### src/rtl/mem_portb_arbiter_pkg.sv
// Shared definitions for the data-RAM port B arbiter: widths, requester IDs, FSM states.
package mem_portb_arbiter_pkg;
   localparam int unsigned DATA_WIDTH = 16;
   localparam int unsigned MEM_WIDTH  = 8;

   localparam logic REQ_CPU = 1'b0;
   localparam logic REQ_IO  = 1'b1;

   typedef enum logic {
      ST_OPEN   = 1'b0,
      ST_LOCKED = 1'b1
   } state_t;
endpackage

### src/rtl/mem_portb_arbiter.sv
// Port B arbiter: round-robin between CPU LSU (R0) and IO/debug (R1), bounded lock,
// and return of 1-cycle-latency read data to the requester that issued the read.
module mem_portb_arbiter #(
   parameter int unsigned DATA_WIDTH = mem_portb_arbiter_pkg::DATA_WIDTH,
   parameter int unsigned MEM_WIDTH  = mem_portb_arbiter_pkg::MEM_WIDTH,
   parameter int unsigned MAX_BURST  = 4
) (
   input  logic                  clk,
   input  logic                  rst,
   input  logic                  req_0,
   input  logic                  we_0,
   input  logic [MEM_WIDTH-1:0]  addr_0,
   input  logic [DATA_WIDTH-1:0] wdata_0,
   input  logic                  lock_0,
   output logic                  gnt_0,
   output logic                  rvalid_0,
   output logic [DATA_WIDTH-1:0] rdata_0,
   input  logic                  req_1,
   input  logic                  we_1,
   input  logic [MEM_WIDTH-1:0]  addr_1,
   input  logic [DATA_WIDTH-1:0] wdata_1,
   input  logic                  lock_1,
   output logic                  gnt_1,
   output logic                  rvalid_1,
   output logic [DATA_WIDTH-1:0] rdata_1,
   output logic                  mem_we,
   output logic [MEM_WIDTH-1:0]  mem_addr,
   output logic [DATA_WIDTH-1:0] mem_data,
   input  logic [DATA_WIDTH-1:0] mem_q
);
   import mem_portb_arbiter_pkg::*;

   localparam int unsigned CW = $clog2(MAX_BURST + 1);

   state_t        state;
   logic          prio;
   logic          owner;
   logic          last_w;
   logic          rd_pend;
   logic          rd_id;
   logic [CW-1:0] burst_cnt;

   logic [1:0]    req;
   logic          win;
   logic          other;
   logic          gnt_any;
   logic          sel;
   logic          we_w;
   logic          lock_w;
   logic [CW-1:0] cnt_nxt;

   assign req = {req_1, req_0};

   always_comb begin
      win     = prio;
      gnt_any = 1'b0;
      if (state == ST_OPEN) begin
         if (req_0 && req_1) begin
            win     = prio;
            gnt_any = 1'b1;
         end else if (req_0) begin
            win     = REQ_CPU;
            gnt_any = 1'b1;
         end else if (req_1) begin
            win     = REQ_IO;
            gnt_any = 1'b1;
         end
      end else begin
         // A lock only stalls the other side while the owner is actually asking.
         if (req[owner]) begin
            win     = owner;
            gnt_any = 1'b1;
         end else if (req[~owner]) begin
            win     = ~owner;
            gnt_any = 1'b1;
         end
      end
      if (rst) gnt_any = 1'b0;

      other   = ~win;
      sel     = gnt_any ? win : last_w;
      we_w    = win ? we_1 : we_0;
      lock_w  = win ? lock_1 : lock_0;
      cnt_nxt = (burst_cnt == CW'(MAX_BURST)) ? burst_cnt : burst_cnt + 1'b1;
   end

   assign gnt_0    = gnt_any && (win == REQ_CPU);
   assign gnt_1    = gnt_any && (win == REQ_IO);
   assign mem_we   = gnt_any && we_w;
   assign mem_addr = sel ? addr_1 : addr_0;
   assign mem_data = sel ? wdata_1 : wdata_0;
   assign rvalid_0 = rd_pend && (rd_id == REQ_CPU) && !rst;
   assign rvalid_1 = rd_pend && (rd_id == REQ_IO) && !rst;
   assign rdata_0  = mem_q;
   assign rdata_1  = mem_q;

   always_ff @(posedge clk) begin
      if (rst) begin
         state     <= ST_OPEN;
         prio      <= REQ_CPU;
         owner     <= REQ_CPU;
         last_w    <= REQ_CPU;
         burst_cnt <= '0;
         rd_pend   <= 1'b0;
         rd_id     <= REQ_CPU;
      end else begin
         rd_pend <= gnt_any && !we_w;
         if (gnt_any) begin
            rd_id  <= win;
            last_w <= win;
            case (state)
               ST_OPEN: begin
                  prio  <= other;
                  owner <= win;
                  // The locking grant already counts as burst grant 1.
                  if (lock_w && !(req[other] && MAX_BURST == 1)) begin
                     state     <= ST_LOCKED;
                     burst_cnt <= CW'(1);
                  end
               end
               ST_LOCKED: begin
                  if (win == owner) begin
                     if (!lock_w || (req[other] && cnt_nxt == CW'(MAX_BURST))) begin
                        state     <= ST_OPEN;
                        prio      <= other;
                        burst_cnt <= '0;
                     end else begin
                        burst_cnt <= cnt_nxt;
                     end
                  end
               end
            endcase
         end
      end
   end
endmodule

### config.mk
export PLATFORM = sky130hd
export DESIGN_NAME = mem_portb_arbiter
export DESIGN_NICKNAME = d
export VERILOG_FILES = /design/src/rtl/mem_portb_arbiter_pkg.sv /design/src/rtl/mem_portb_arbiter.sv
export SDC_FILE = /design/constraint.sdc
export NUM_CORES = 1
export LEC_CHECK = 0
export CORE_MARGIN = 2
export CORE_UTILIZATION = 30
export CTS_CLUSTER_DIAMETER = 50
export DETAILED_ROUTE_END_ITERATION = 10
export PLACE_DENSITY = 0.89
export SLEW_MARGIN = 20
export SYNTH_ARGS = -nofsm -noshare
export SYNTH_HDL_FRONTEND = slang
export SYNTH_SLANG_ARGS = --single-unit
### constraint.sdc
create_clock -name clk -period 3.3 [get_ports clk]
set_clock_uncertainty 0.1 [all_clocks]
set_input_delay 0.66 -clock clk [delete_from_list [all_inputs] [get_ports clk]]
set_output_delay 0.66 -clock clk [all_outputs]
set_load 0.005 [all_outputs]
==> run summary, run 1 <==
For the number of antenna violations at the first check in global routing, the log shows 0. For the count of TritonRoute iterations in the first routing pass, the log shows 4. The post-CTS clock slew at the launch and capture registers of the worst setup and hold paths is 0.04 ns, and the fraction of synthesized area in multiplexers is 24.3%. For the total number of vias, the log shows 1188. When the netlist entered floorplanning its net count stood at 211. The total overflow reported by the global router came out at 0. The net switching power is 148 µW, and the largest net degree at the start of global routing is 14. For the internal power of the cells, the log shows 382 µW.

Headroom to the max-slew limit came out at 62.7%. In this run the deepest clock path goes through 2 buffers. Dividing the synthesized area by the synthesized cell count gives 8.70 µm². The tools report the number of hold violations in the final report as 0. The flip-flop and latch count after synthesis is 9.

The total power density per cell area is 267 nW/µm². Measured in cells, the most critical reg-to-reg path has a length of 6. The initial utilization of the core area, before any placement, comes to 31.9%.

The net count of the finished layout is 278. The number of flops mapped to enable cells by yosys was 0; the core outline area was 3740 µm². The synthesized netlist occupies a cell area of 1190 µm². The logs give 5440 µm for the wire length of the first global-routing pass and 0 for the number of maximum-capacitance constraint violations.

The run gives 530 µW as the post-layout total power. The quantity of hold-fixing buffers added after cts was 0. Summed over all nets, the half-perimeter wirelength after detailed placement is 2740 µm.

For the via count of the first global-routing pass, the log shows 1207. The cell count after placement is 245. Prior to clock tree synthesis, the placed netlist has a worst setup slack of -0.189 ns. The leading register cell type out of synthesis was dfxtp_1. The critical path ends at mem_addr[3]. Subtracting the final worst setup slack from the clock period gives 3.21 ns. For the worst setup path, the data required time is 2.54 ns. The type of element capturing the critical path was an output port. At the end of the flow the core is filled with cells to 53.0%. After synthesis, the largest family of logic cells by area is buffers and inverters.

The run gives 0 as the number of antenna cells inserted. Dividing the detail-routed via count by the number of cells gives 4.73. After technology mapping, the gate count stands at 137.

For the number of setup violations in the final report, the log shows 0. The floorplan die area was 4500 µm². The worst setup path is of the in2out kind. The largest individual stage delay along the critical path comes from the cell clkdlybuf4s50_1.

The number of warnings printed during yosys synthesis is 0, and the H-tree depth is 1. Of the total power, registers draw 23.4%. 133 I/O pins were placed. The area growth from synthesis to layout is 66.5%. For the worst-skew pair, the clock arrives at the later sink with an insertion delay of 0.24 ns. The most critical setup path has its startpoint at rst. Placer congestion estimate: 0.811. The endpoint identified for the worst register-to-register timing path is state$_SDFFE_PP0P_.

The clock network burns 24.7% of the power. For this run, the slowest stage of the critical path takes 0.46 ns. The startpoint identified for the worst register-to-register timing path is state$_SDFFE_PP0P_.

After floorplanning, the core was divided into 22 placement rows. For this run, the top clock speed supported by timing is 311 MHz. The count of pins over their slew limit is 0, and the fraction of registers with async set or reset after synthesis is 0%. The clock net in this run drives a total of 9 sinks. The share of the Yosys chip area taken by registers is 15.1%.

Yosys mapped the design onto 43 distinct sky130hd cell types. Of the total synthesized cell area, the portion taken by full adders, half adders and majority gates is 2.10%. For this block, the routed nets add up to 3470 µm of wire. In the layout the commonest cells are clkdlybuf4s50_1, mux2_1, dlygate4sd2_1.

Measured along the x axis, the die boundary spans 67.0 µm. For the count of placed standard cells in the final layout, fillers left out, the log shows 251. The largest delay contributor family on the critical path is buffers and inverters. The number of design rule violations left after detail routing is 0, and the fraction of layout instances using a drive strength above 1 is 21.2%.

The worst-case IR drop observed on VDD is 145 µV. At the worst endpoint, the arrival time is 2.45 ns. The register-to-register path setup slack came out at 1.27 ns.

By instance count, the cell type seen most on the critical path is clkdlybuf4s50_1. The slew at the pin closest to its max-slew limit is 0.557 ns. The global routing usage summed across all routing layers was 15.9%; the maximum fanout count along the critical path was 12.

The signal on the critical path passes through clkdlybuf4s50_1, o21bai_4, o21ai_4, buf_16, mux2_1, clkdlybuf4s50_1. Setup repair after global routing left no endpoint under its margin. The switching part of the total came out at 27.9%. The worst setup path is launched from a primary input. Measured along the y axis, the die boundary spans 67.0 µm. The library cell used most frequently in the layout, excluding fill and tap cells, is clkdlybuf4s50_1.

Of the available clock period, the critical path in the final layout requires 97.3%. After detailed routing, the average wire length per cell comes to 13.8 µm. The critical path contains buffers and inverters numbering 3 combined. Counting the buffers created by CTS gives 3. The run finished with clean final reports. Of the total synthesized cell area, the portion taken by AND, OR, NAND and NOR gates is 15.9%.

The analysis attributes to cell leakage a power of 0.782 nW. Root cell of the clock tree: clkbuf_8. The first routing iteration left 139 violations.

The count of buffers added on input and output ports is 84. The share of the synthesized netlist area taken by xor and xnor gates works out to 0%. The class of the most critical hold timing path is reg2reg. For the fraction of power consumed by combinational cells, the log shows 51.9%. The logs give 0 for the number of nets with antenna violations after detailed routing and 0.0891 ns for the slack of the critical path. The synthesized netlist devotes 17.7% of its cell area to compound gates. The number of cells on the critical path is 6. TritonCTS built the clock tree.
per-layer routing:
layer,track usage (%),up-vias,share of wire [%]
met2,30.1,54,52
met1,17.2,540,40
met4,6.63,0,2.1
met5,0,-,0
li1,-,586,-
met3,2.70,8,6.0
cells by family (layout without fill, tap and decap cells):
| logic type | Yosys count | count (layout) |
|---|---|---|
| AO/OA/AOI/OAI | 26 | 26 |
| flip-flops | 9 | 9 |
| AND/OR/NAND/NOR | 34 | 34 |
| multiplexers | 26 | 26 |
| buffers and inverters | 40 | 106 |
| adder cells (fa/ha/maj) | 2 | 2 |
worst min path at each step:
stage / from / to / cells after the start
CTS: burst_cnt[1]$_SDFFE_PP0P_ / burst_cnt[1]$_SDFFE_PP0P_ / 2
detailed placement: burst_cnt[1]$_SDFFE_PP0P_ / burst_cnt[1]$_SDFFE_PP0P_ / 2
global route: burst_cnt[1]$_SDFFE_PP0P_ / burst_cnt[1]$_SDFFE_PP0P_ / 2
finish: burst_cnt[1]$_SDFFE_PP0P_ / burst_cnt[1]$_SDFFE_PP0P_ / 2
global placement: burst_cnt[1]$_SDFFE_PP0P_ / burst_cnt[1]$_SDFFE_PP0P_ / 2
floorplan: burst_cnt[1]$_SDFFE_PP0P_ / burst_cnt[1]$_SDFFE_PP0P_ / 2
final cells by class:
class | instances | area, µm²
Sequential cell | 9 | 180
Multi-Input combinational cell | 88 | 727
Clock buffer | 4 | 45.0
Inverter | 4 | 15.0
Tap cell | 48 | 60.1
Fill cell | 350 | 1760
Timing Repair Buffer | 98 | 958
flip-flops by register name (all words and copies together), names as in the netlist:
name and count:
owner 1, rd_pend 1, state 1, prio 1, rd_id 1, burst_cnt 3, last_w 1
metrics by stage:
| stage | hold WS (ns) | TNS, ns | area, µm² |
|---|---|---|---|
| 6_report | 0.383 | 0 | 1990 |
| 2_1_floorplan | 0.355 | 0 | 1190 |
| 3_3_place_gp | 0.379 | -3.50 | 1920 |
| 3_5_place_dp | 0.382 | -4.06 | 1920 |
| 4_1_cts | 0.388 | 0 | 1990 |
| 5_1_grt | 0.435 | 0 | 1990 |
tightest hold or removal path, delay by kind of cell, from the launching register on:
kind / cells / cell delay [ns]
AO/OA/AOI/OAI: 1 / 0.06
flip-flops: 1 / 0.31
AND/OR/NAND/NOR: 1 / 0.06
synthesized netlist by cell type, types with 2 or more instances:
cell type   n  area share (%)
o211ai_1    2             1.3
mux2i_1     2             1.7
buf_4      34              21
nor2b_1     3             1.6
a31oi_1     3             1.6
nor2_1      9             2.8
a21oi_1     5             2.1
ha_1        2             2.1
a211oi_1    2             1.3
mux2_2     10             9.4
inv_1       4             1.3
nand2_1     7             2.2
nor3_1      3             1.3
mux2_1     14              13
dfxtp_1     9              15
timing repair:
item / in CTS / in global routing
endpoints found under the setup margin: 24 / 17
gates cloned: 1 / 0
pin swaps: 1 / 0
buffers inserted: 1 / 0
gates resized for setup: 21 / 1
power by group through the flow:
stage,Clock [mW],Combinational [mW],Sequential [mW]
final,0.131,0.275,0.124
after CTS,0.132,0.278,0.124
after floorplan,0,0.142,0.124
after detailed placement,0,0.276,0.126
after global placement,0,0.271,0.125
after global routing,0.135,0.297,0.125
Power figures use the tool's default switching activity.
==> inputs of run 2 (changes only) <==
--- a/config.mk
+++ b/config.mk
@@ -5,11 +5,12 @@
 export SDC_FILE = /design/constraint.sdc
 export NUM_CORES = 1
 export LEC_CHECK = 0
-export CORE_MARGIN = 2
-export CORE_UTILIZATION = 30
+export CELL_PAD_IN_SITES_DETAIL_PLACEMENT = 1
+export CELL_PAD_IN_SITES_GLOBAL_PLACEMENT = 1
+export CORE_UTILIZATION = 19
 export CTS_CLUSTER_DIAMETER = 50
 export DETAILED_ROUTE_END_ITERATION = 10
-export PLACE_DENSITY = 0.89
+export PLACE_DENSITY = 0.88
 export SLEW_MARGIN = 20
 export SYNTH_ARGS = -nofsm -noshare
 export SYNTH_HDL_FRONTEND = slang
==> run 2 against run 1 <==
Effect of this change: sequential cell count is the same; largest cell class unchanged; critical path type unchanged; combinational power up 8.0%; count of clock-buffer cells in the layout stayed put; first-iteration DRC count down 83%; largest power group unchanged; cell count is 11% higher.
==> run summary, run 2 (synthesis gave the netlist of run 1 again) <==
Largest net degree at the start of global routing: 13. The most frequent standard cell in the layout excluding fill and tap cells was clkdlybuf4s50_1. The run gives 3890 µm as the post-detailed-routing wire length. After detailed routing, the average wire length per cell comes to 13.9 µm.

In the global route stage, met2 resource usage came out at 23.8%. Across the run, the number of max-cap violations was 0. Relative to the synthesized area, the layout overhead comes to 74.2%. The ratio of final minimum period to clock period came out at 95.5%. Setup violations remaining at the end of the flow were counted as 0. The die covers 6600 µm². In this run the worst hold path is classified as reg2reg. For this design the top-level I/O count stands at 133. Detailed placement finished with a half-perimeter wire length of 3080 µm. From left edge to right edge, the die measures 81.2 µm. The number of hold violations in the final report was 0; the count of TritonRoute iterations in the first routing pass was 4. The logs give 0 for the number of antenna cells inserted and 12.4% for the global routing usage summed across all routing layers.

Setup repair after global routing left no endpoint under its margin. The run gives 3 as the total CTS buffers. The region available for standard cell placement spans 5990 µm². Placer congestion estimate: 0.742. The worst endpoint data arrival time was 2.39 ns; the initial core utilization was 19.9%. The total power density per cell area is 266 nW/µm². The total overflow reported by the global router came out at 0.

Along the worst path, the maximum fanout reaches 7. After detailed routing, the number of vias per cell comes to 4.33. The number of flip-flops under the largest register name was 3. The critical path is of the in2out type.

After floorplanning, the core was divided into 28 placement rows. The cell count after placement is 271, and the slack of the critical path is 0.147 ns. The tree is rooted in a clkbuf_8. The logs give 1282 for the via count of the first global-routing pass and 0 ns for the setup TNS. More flip-flops sit in one register than any other, and that register is burst_cnt. TritonCTS built the clock tree. In the layout the commonest cells are clkdlybuf4s50_1, mux2_1, buf_4. The wire length of the first global-routing pass was 6140 µm.

The run gives 0.24 ns as the source-to-sink clock delay at the later pin of the worst-skew pair. The worst setup path is captured at an output port. At the worst endpoint, the required time is 2.54 ns. The count of buffers added on input and output ports is 84. The post-layout minimum cycle time was 3.15 ns; the global-route track usage on met1 was 13.0%. The number of nets with antenna violations after detailed routing was 0.

Pre-CTS setup slack: -0.222 ns. The final layout contains 279 nets. VDD sags by at most 133 µV.

The run finished with clean final reports. Across all layers, the routed design uses 1207 vias. For the pin with the worst max-slew slack, the measured transition is 0.476 ns. The run gives 0 as the number of design rule violations left after detail routing.

Number of antenna violations at the first check in global routing: 0. The count of pins over their slew limit was 0. The tree built by TritonCTS fans out to 9 sinks. Summed over all cells, the static leakage comes to 0.849 nW. Clock-pin slew was measured on the worst setup and hold paths at 0.04 ns. Final hold analysis gives a worst-case slack of 0.402 ns.

The most crowded layer after global routing was met2. The worst slew margin relative to its limit is 67.3%. The maximum count of clock buffers along a single path was 2.

Kind of launch point of the worst setup path: a primary input. Measured along the y axis, the die boundary spans 81.2 µm. After the first detailed-routing iteration, the DRC count stood at 24. The fraction of layout instances using a drive strength above 1 is 21.1%.

The logs give 279 for the count of placed standard cells in the final layout, fillers left out and 1 for the H-tree depth. Timing would allow up to 317 MHz. Global routing consumed, on the met3 layer, 0.899% of the routing resources.
-- run 2: timing repair --
| action | CTS | global route |
|---|---|---|
| resized for setup | 11 | 10 |
| hold buffers | 0 | 0 |
| gates cloned | 2 | 0 |
| setup buffers | 2 | 0 |
| setup endpoints to repair | 24 | 22 |
| pin swaps | 1 | 1 |
-- run 2: final timing paths --
kind,endpoint,slack [ns],depth (start not counted),startpoint
worst max-delay path,mem_addr[1],0.15,8,rst
worst min-delay path,burst_cnt[1]$_SDFFE_PP0P_,0.40,2,burst_cnt[1]$_SDFFE_PP0P_
worst max register to register,prio$_SDFFE_PP0P_,1.24,7,burst_cnt[0]$_SDFFE_PP0P_
worst min register to register,burst_cnt[1]$_SDFFE_PP0P_,0.40,2,burst_cnt[1]$_SDFFE_PP0P_
-- run 2: per-stage QoR --
stage               instance area [µm²]  util, %  power [mW]
floorplan                          1190        -       0.266
global placement                   1940     32.4       0.397
detailed placement                 1940     32.4       0.403
CTS                                2070     34.5       0.564
global route                       2080     34.7       0.584
finish                             2080     34.7       0.553
-- run 2: where the power goes --
group          switching, mW  internal (mW)
clock network         0.0465         0.0844
logic                 0.0987          0.199
registers            0.00696          0.117
total                  0.152          0.400
-- run 2: critical path, cell delays in order --
cell and delay, ns:
dlygate4sd2_1 0.26, o21bai_4 0.20, nand2_1 0.13, o21ai_4 0.08, buf_4 0.15, buf_12 0.13, mux2_1 0.31, clkdlybuf4s50_1 0.47
-- run 2: per-layer routing --
layer	wire (µm)	vias to the layer above	part of all wire (%)
met5	0	-	0
met4	151	0	3.9
met3	184	17	4.7
met2	2080	48	53
met1	1480	554	38
li1	-	588	-
-- run 2: area by class of cell --
cell class	count	area, µm²
tap	75	93.8
clock buffer	4	45.0
timing repair buffer	99	1020
multi-input combinational	88	724
fill	702	3910
sequential	9	180
inverter	4	15.0
==> inputs of run 3 (changes only) <==
--- a/config.mk
+++ b/config.mk
@@ -5,12 +5,12 @@
 export SDC_FILE = /design/constraint.sdc
 export NUM_CORES = 1
 export LEC_CHECK = 0
-export CELL_PAD_IN_SITES_DETAIL_PLACEMENT = 1
-export CELL_PAD_IN_SITES_GLOBAL_PLACEMENT = 1
-export CORE_UTILIZATION = 19
+export CORE_ASPECT_RATIO = 2
+export CORE_UTILIZATION = 45
 export CTS_CLUSTER_DIAMETER = 50
 export DETAILED_ROUTE_END_ITERATION = 10
-export PLACE_DENSITY = 0.88
+export DONT_BUFFER_PORTS = 1
+export PLACE_DENSITY = 0.62
 export SLEW_MARGIN = 20
 export SYNTH_ARGS = -nofsm -noshare
 export SYNTH_HDL_FRONTEND = slang
==> run 3 against run 2 <==
Effect of this change: routed wire length down 33%; non-clock buffer count decreased by 99; sequential cell count unchanged; hold slack got worse by 0.019 ns; combinational power is 60% lower; count of clock-buffer cells in the layout did not move; total power decreased by 33%; die area is 56% lower; critical endpoint is now mem_addr[7]; largest cell class is now multi-input combinational cells.
==> run summary, run 3 (synthesis gave the netlist of run 1 again) <==
The flow ran to the end, and the final reports show no timing, DRC or antenna violations. The H-tree depth is 1, and the highest cell delay on the worst timing path is 0.59 ns. The floorplan step set the die width to 38.4 µm.

In the routed layout, each cell is associated on average with a via count of 6.38. For this run, design rule violations remaining after detail routing come to 0. The logs give 26 for the number of core rows and 39.1% for the utilization after layout. Clock tree synthesis selected as its root buffer the cell clkbuf_8.

Register with the highest flop count: burst_cnt. The number of buffers added on ports is 0. Measured in cells, the most critical reg-to-reg path has a length of 7.

Setup violations remaining at the end of the flow were counted as 0. The first global-routing pass estimated 3590 µm of wire. The maximum count of clock buffers along a single path was 2; the hold path depth was 2. Via count of the first global-routing pass: 789. The pre-antenna-repair detailed-routing pass consisted of 4 iterations. STA classifies the critical path startpoint as a flop. Once the floorplan was initialized, standard cells occupied 47.0% of the core.

For this run the aggregate overflow at the end of global routing stands at 0. The number of antenna diodes in the final layout is 0. From bottom edge to top edge, the die measures 74.8 µm.

In this run the worst hold path is classified as reg2reg. For the final routed database, the setup TNS stands at 0 ns. Setup repair after global routing left no endpoint under its margin. After clock tree synthesis, the repair step resized 0 gates. The filler cell count was 259; the total CTS buffers was 3. The run gives 0 as the count of pins over their slew limit. Headroom to the max-slew limit came out at 51.3%. The tools report the detailed router's first-iteration violation count as 11.

In the layout the commonest cells are mux2_1, mux2_2, nor2_1, dfxtp_1, nand2_1. The cell leakage power was 0.356 nW; the fraction of layout instances using a drive strength above 1 was 24.8%. Number of maximum-capacitance constraint violations: 0. Source-to-sink clock delay at the later pin of the worst-skew pair: 0.23 ns. The final layout contains routed wiring with a total length of 2610 µm. The die covers 2870 µm². The run gives 9 as the total clock sinks. The congestion estimate from routability-driven global placement came to 0.818. Summed over all nets, the half-perimeter wirelength after detailed placement is 2070 µm.

The pre-CTS setup slack is 0.492 ns. The ratio of final minimum period to clock period was 90.2%. Number of antenna violations at the first check in global routing: 0. The number of flip-flops under the largest register name is 3, and the slew at the pin closest to its max-slew limit is 0.728 ns. In this run the remaining antenna-violating nets after routing total 0.

The timing-limited maximum frequency is 336 MHz, and the number of cells on the critical path is 5. The critical path goes through nand2_1, a21boi_2, nor2_2, o21ai_4, mux2_2. In this run the standard cell core region covers 2540 µm².

The maximum fanout count along the critical path is 25. The number of hold violations in the final report is 0, and the post-CTS setup buffer count is 0. Pin placement for this block handled 133 I/O pins.

IR analysis of the VDD net gives a maximum drop of 154 µV. The cell with the largest stage delay on the worst path was o21ai_4. Entering global routing, the biggest net connects 26 pins. The net count of the finished layout is 180. The library cell used most frequently in the layout, excluding fill and tap cells, is mux2_1. In the final routed layout, each cell accounts on average for 19.6 µm.

The total power density per cell area is 374 nW/µm², and the worst endpoint data arrival time is 2.22 ns. TritonCTS built the clock tree. The largest delay contributor family on the critical path was compound AO/OA/AOI/OAI gates. The synthesis-to-finish area growth is -16.8%, and the post-layout minimum cycle time is 2.98 ns. The kind of critical path is reg2out. For the slack of the critical path, the log shows 0.322 ns. For the global routing usage summed across all routing layers, the log shows 18.2%. After clock tree synthesis, the clock-pin slew on the worst setup and hold paths is 0.05 ns. The type of element capturing the critical path is an output port. The number of buffers and inverters on the critical path is 0. Detailed routing inserted a total of 848 vias. The critical path required time is 2.54 ns. Buffers inserted to repair hold after CTS numbered 0.
-- run 3: cell types whose count changed in the layout (fill, tap and decap cells not counted), sizes merged --
cell,change
clkdlybuf4s50,-72
buf,-16
dlymetal6s2s,-7
dlygate4sd2,-3
bufbuf,-1
-- run 3: final cells by class --
| type | count | area (µm²) | area share, % |
|---|---|---|---|
| clock buffer | 4 | 45.0 | 4.54 |
| multi-input combinational | 88 | 717 | 72.3 |
| tap | 28 | 35.0 | 3.53 |
| inverter | 4 | 15.0 | 1.51 |
| sequential | 9 | 180 | 18.2 |
-- run 3: routing by layer --
metal  vias up  global-route usage (%)  wire [µm]
met5         -                       0          0
met4         0                    13.8        103
met3        11                    5.31        346
met2        87                    32.8       1370
met1       360                    15.8        786
li1        390                       -          -
-- run 3: worst paths after layout --
path                              from                        end  slack [ns]
min reg2reg  burst_cnt[1]$_SDFFE_PP0P_  burst_cnt[1]$_SDFFE_PP0P_        0.38
max                 state$_SDFFE_PP0P_                mem_addr[7]        0.32
min          burst_cnt[1]$_SDFFE_PP0P_  burst_cnt[1]$_SDFFE_PP0P_        0.38
max reg2reg  burst_cnt[0]$_SDFFE_PP0P_          prio$_SDFFE_PP0P_        1.28
-- run 3: worst register-to-register path: stages (launching register included) --
cell,delay (ns)
dfxtp_1,0.41
inv_1,0.07
ha_1,0.25
a21bo_2,0.23
a211oi_1,0.33
a31oi_1,0.17
o311a_2,0.17
a211oi_1,0.21
-- run 3: metrics by stage --
stage / hold WS [ns] / power [mW] / cells / instance area [µm²]
6_report: 0.383 / 0.371 / 133 / 992
3_5_place_dp: 0.377 / 0.244 / 129 / 947
3_3_place_gp: 0.373 / 0.243 / 129 / 947
4_1_cts: 0.384 / 0.375 / 133 / 992
5_1_grt: 0.385 / 0.393 / 133 / 992
2_1_floorplan: 0.355 / 0.266 / 137 / 1190
-- run 3: report_power, final --
part / internal (mW) / leakage [nW] / switching (mW)
clock network: 0.0842 / 0.0228 / 0.0442
logic: 0.0555 / 0.260 / 0.0627
registers: 0.117 / 0.0739 / 0.00715
==> edit 1: new RTL, flow settings as in run 1 <==
Set the package constant `MEM_WIDTH` to 6 (it was 8).
--- a/src/rtl/mem_portb_arbiter_pkg.sv
+++ b/src/rtl/mem_portb_arbiter_pkg.sv
@@ -3,3 +3,3 @@
    localparam int unsigned DATA_WIDTH = 16;
-   localparam int unsigned MEM_WIDTH  = 8;
+   localparam int unsigned MEM_WIDTH  = 6;
 
Ports: changed (resized addr_0, addr_1 and mem_addr); port bits go from 133 to 127. The function was not compared with the original's and may differ.
==> edit 1 against run 1 <==
- synthesized area fell by 1.2%
- sequential cell count did not move
- setup slack got worse by 0.027 ns
- count of clock-buffer cells in the layout did not move
- synthesized cell count fell by 1.5%
- critical endpoint is now mem_data[12]
- routed wire length rose by 1.3%
- sequential share of layout area did not move
- total power rose by 2.2%
- final area did not move
- core utilization rose by 0.39 points
==> edit 1: results (changes against run 1) <==
[status]
outcome = finished clean  ; unchanged

[placement]
gp_congestion = 0.815  ; was 0.811
port_buffers = 78  ; was 84
hpwlAfterDp_um = 2660  ; was 2740 µm
place_ws_ns = -0.229  ; was -0.189 ns
placed_area_um2 = 1840  ; was 1920 µm²
dp_cells = 237  ; was 245

[drt]
post_drt_wl_per_cell_um = 14.3  ; was 13.8 µm
viasPerCell = 4.78  ; was 4.73
drt-met1-wl_um = 1290  ; was 1380 µm
drtPass1Iterations = 5  ; was 4
top_layer_used = met4  ; unchanged
drt_iter0_markers = 50  ; was 139
dr_wl_met3_um = 240  ; was 209 µm

[cts]
cts-resized-gates = 12  ; was 21
cts_setup_buffers = 2  ; was 1

[pwr]
peakVddDrop_mv = 0.109  ; was 0.145 mV
p_leak_nw = 0.835  ; was 0.782 nW
p_switching_mw = 0.149  ; was 0.148 mW
switching_share_pct = 27.4  ; was 27.9%
p_clk_share_pct = 24.4  ; was 24.7%

[synthesis]
synth_nets = 205  ; was 211
synth_cell_types = 40  ; was 43
synth_commonest_cells = buf_4 (32), mux2_2 (22), nor2_1 (10)  ; was buf_4 (34), mux2_1 (14), mux2_2 (10)
seq_area_frac_synth_pct = 15.3  ; was 15.1%
netlist_top_cells_area = mux2_2 (21%), buf_4 (20%), dfxtp_1 (15%), buf_6 (3.8%), nor2_1 (3.2%)  ; was buf_4 (21%), dfxtp_1 (15%), mux2_1 (13%), mux2_2 (9.4%), nor2_1 (2.8%)

[cells_and_area]
drive_gt1_share_pct = 29.3  ; was 21.2%
fin_nets = 269  ; was 278
fin_cells = 246  ; was 251

[worst_setup_path]
worstPathMaxFanout = 6  ; was 12
crit_path_max_incr_delay_ns = 0.44  ; was 0.46 ns
arrival_ns = 2.48  ; was 2.45 ns
cpMaxStageDelayCell = clkdlybuf4s50_1  ; unchanged

[grt]
grt_pass1_wl_um = 5230  ; was 5440 µm
met1_usage_pct = 16.6  ; was 17.2%
met3_usage_pct = 3.38  ; was 2.70%
grt_max_degree = 13  ; was 14
grt_pass1_vias = 1210  ; was 1,207
grt_usage_pct = 15.6  ; was 15.9%
use_met2_pct = 28.5  ; was 30.1%

[sta]
worstMarginPinSlew_ns = 0.491  ; was 0.557 ns

edit 1: worst paths after layout:
| check | start | endpoint | slack [ns] | depth (start not counted) |
|---|---|---|---|---|
| max reg2reg | burst_cnt[0] | prio | 1.19 | 7 |
| min | burst_cnt[1] | burst_cnt[1] | 0.39 | 2 |
| max | req_0 | mem_data[12] | 0.06 | 9 |
| min reg2reg | burst_cnt[1] | burst_cnt[1] | 0.39 | 2 |
edit 1: final cells by class:
class | count | area, µm²
fillers | 326 | 1730
clock buffers | 4 | 45.0
well taps | 48 | 60.1
repair buffers | 95 | 975
inverters | 4 | 15.0
flip-flops and latches | 9 | 180
multi-input cells | 86 | 711
edit 1: logic make-up (layout without fill, tap and decap cells):
kind of cell / after synthesis / after routing / share of synthesized area (%)
AO/OA/AOI/OAI: 26 / 26 / 18.5
adder cells (fa/ha/maj): 2 / 2 / 2.12
buffers and inverters: 40 / 103 / 25.5
AND/OR/NAND/NOR: 34 / 34 / 15.9
multiplexers: 24 / 24 / 22.7
flip-flops: 9 / 9 / 15.3
==> edit 2: new RTL, flow settings as in run 1 <==
Without the edit above. Make the reset (`rst`) asynchronous in one clocked block.
--- a/src/rtl/mem_portb_arbiter.sv
+++ b/src/rtl/mem_portb_arbiter.sv
@@ -96,3 +96,3 @@
 
-   always_ff @(posedge clk) begin
+   always_ff @(posedge clk or posedge rst) begin
       if (rst) begin
Behaviour: differs if rst is asserted again (counterexample within 4 cycles, from zero or initial values and one cycle with rst high); with rst held inactive, the same outputs for 10 cycles.
==> edit 2 against run 1 <==
- synthesized area decreased by 1.7%
- final area grew 1.5%
- die area decreased by 1.6%
- highest routed layer unchanged
- synthesized cell count is 8.8% lower
- count of clock-buffer cells in the layout unchanged
- routed wire length fell by 6.7%
- setup slack worse by 0.0091 ns
- sequential cell count is the same
- critical path type unchanged
Power is not compared: it rests on default switching activity, and its combinational part moved more than twofold at a synthesized area within 25%.
==> edit 2: results (changes against run 1) <==
[cells_and_area]
fin_cells = 244  ; was 251
top_register = burst_cnt  ; unchanged
drive_gt1_share_pct = 19.9  ; was 21.2%
fill_cells = 337  ; was 350
antennaDiodeCount = 0  ; unchanged
fin_nets = 271  ; was 278
largest_register_ffs = 3  ; unchanged

[cts]
clk_path_buf_depth = 2  ; unchanged
insertion_delay_ns = 0.23

[placement]
place_ws_ns = -0.209  ; was -0.189 ns
gp_congestion = 0.829  ; was 0.811
port_buffers = 84  ; unchanged
hpwlAfterDp_um = 2560  ; was 2740 µm

[grt]
grt_max_degree = 13  ; was 14
grt_pass1_wl_um = 5110  ; was 5440 µm
grt_usage_pct = 15.2  ; was 15.9%
grt_pass1_vias = 1130  ; was 1,207

[synthesis]
synth_cell_types = 36  ; was 43
netlist_top_cells_area = buf_4 (20%), mux2_1 (20%), dfrtp_1 (19%), mux2_2 (4.8%), inv_1 (2.9%)  ; was buf_4 (21%), dfxtp_1 (15%), mux2_1 (13%), mux2_2 (9.4%), nor2_1 (2.8%)
synth_nets = 199  ; was 211
ys.flop_type = dfrtp_1  ; was dfxtp_1
seq_area_frac_synth_pct = 19.2  ; was 15.1%
syn_avg_cell_area_um2 = 9.38  ; was 8.70 µm²
synth_commonest_cells = buf_4 (32), mux2_1 (21), dfrtp_1 (9), inv_1 (9), nor2_1 (6)  ; was buf_4 (34), mux2_1 (14), mux2_2 (10)
synthArstFlopShare_pct = 100  ; was 0%

[sta]
maxSlewHeadroom_pct = 63.4  ; was 62.7%
setup_violations = 0  ; unchanged

[drt]
viasPerCell = 4.50  ; was 4.73
drt_iter0_markers = 46  ; was 139
drt_wl_total_um = 3240  ; was 3470 µm
drtPass1Iterations = 4  ; unchanged

[worst_setup_path]
crit_path_max_incr_delay_ns = 0.44  ; was 0.46 ns
worstPathMaxFanout = 7  ; was 12

[min_path]
hold_class = reg -> reg  ; unchanged

[status]
outcome = finished clean  ; unchanged

edit 2: cell families after synthesis:
group / share of synthesized area (%)
buffers and inverters: 26.6
muxes: 27.1
AOI/OAI and AO/OA: 16.2
and+or+nand+nor: 8.75
DFF: 19.2
adders and majority gates: 2.13
edit 2: critical path: cells and delay by family:
| kind | cells | cell delay, ns |
|---|---|---|
| mux | 1 | 0.33 |
| buf+inv | 6 | 1.19 |
| compound gates | 2 | 0.28 |
edit 2: path summary, 6_finish.rpt:
path | start | end | slack, ns | depth (start not counted)
hold / removal | rd_id | rd_id | 0.41 | 1
setup / recovery | rst | mem_addr[1] | 0.08 | 9
setup reg to reg | prio | burst_cnt[1] | 1.29 | 6
max in group asynchronous | rst | burst_cnt[1] | 2.24 | 3
hold reg to reg | rd_id | rd_id | 0.41 | 1
min in group asynchronous | rst | last_w | 0.72 | 3
edit 2: timing repair:
item | in CTS | in global routing
cloned | 2 | 0
hold endpoints to repair | 0 | 0
resized for setup | 27 | 10
setup endpoints to repair | 24 | 24
setup buffers | 3 | 1
edit 2: cell type report:
class,instances,area (µm²),share of cell area [%]
clock buffers,4,45.0,2.23
inverters,9,33.8,1.68
multi-input cells,71,649,32.2
flip-flops and latches,9,225,11.2
well taps,48,60.1,2.98
repair buffers,103,1000,49.7
edit 2: stage by stage:
step / util (%) / cell area [µm²] / power, mW / TNS, ns
after global routing: 54.2 / 2020 / 1.05 / 0
after detailed placement: 51.7 / 1920 / 0.829 / -4.12
after CTS: 54.4 / 2020 / 0.995 / -0.341
after global placement: 51.7 / 1920 / 0.811 / -3.08
after floorplan: - / 1170 / 0.569 / 0
final: 54.2 / 2020 / 0.974 / 0
edit 2: routing by layer:
metal  up-vias  GRT usage (%)  routed length (µm)
met5         -              0                   0
met4         0           6.12                  19
met3         2           3.21                 249
met2        53           27.3                1640
met1       500           17.3                1330
li1        543              -                   -
edit 2: power by group:
part           switching, mW  internal [mW]  leakage, nW
logic                  0.260          0.384        0.802
clock network         0.0398         0.0839       0.0228
registers             0.0490          0.157        0.111
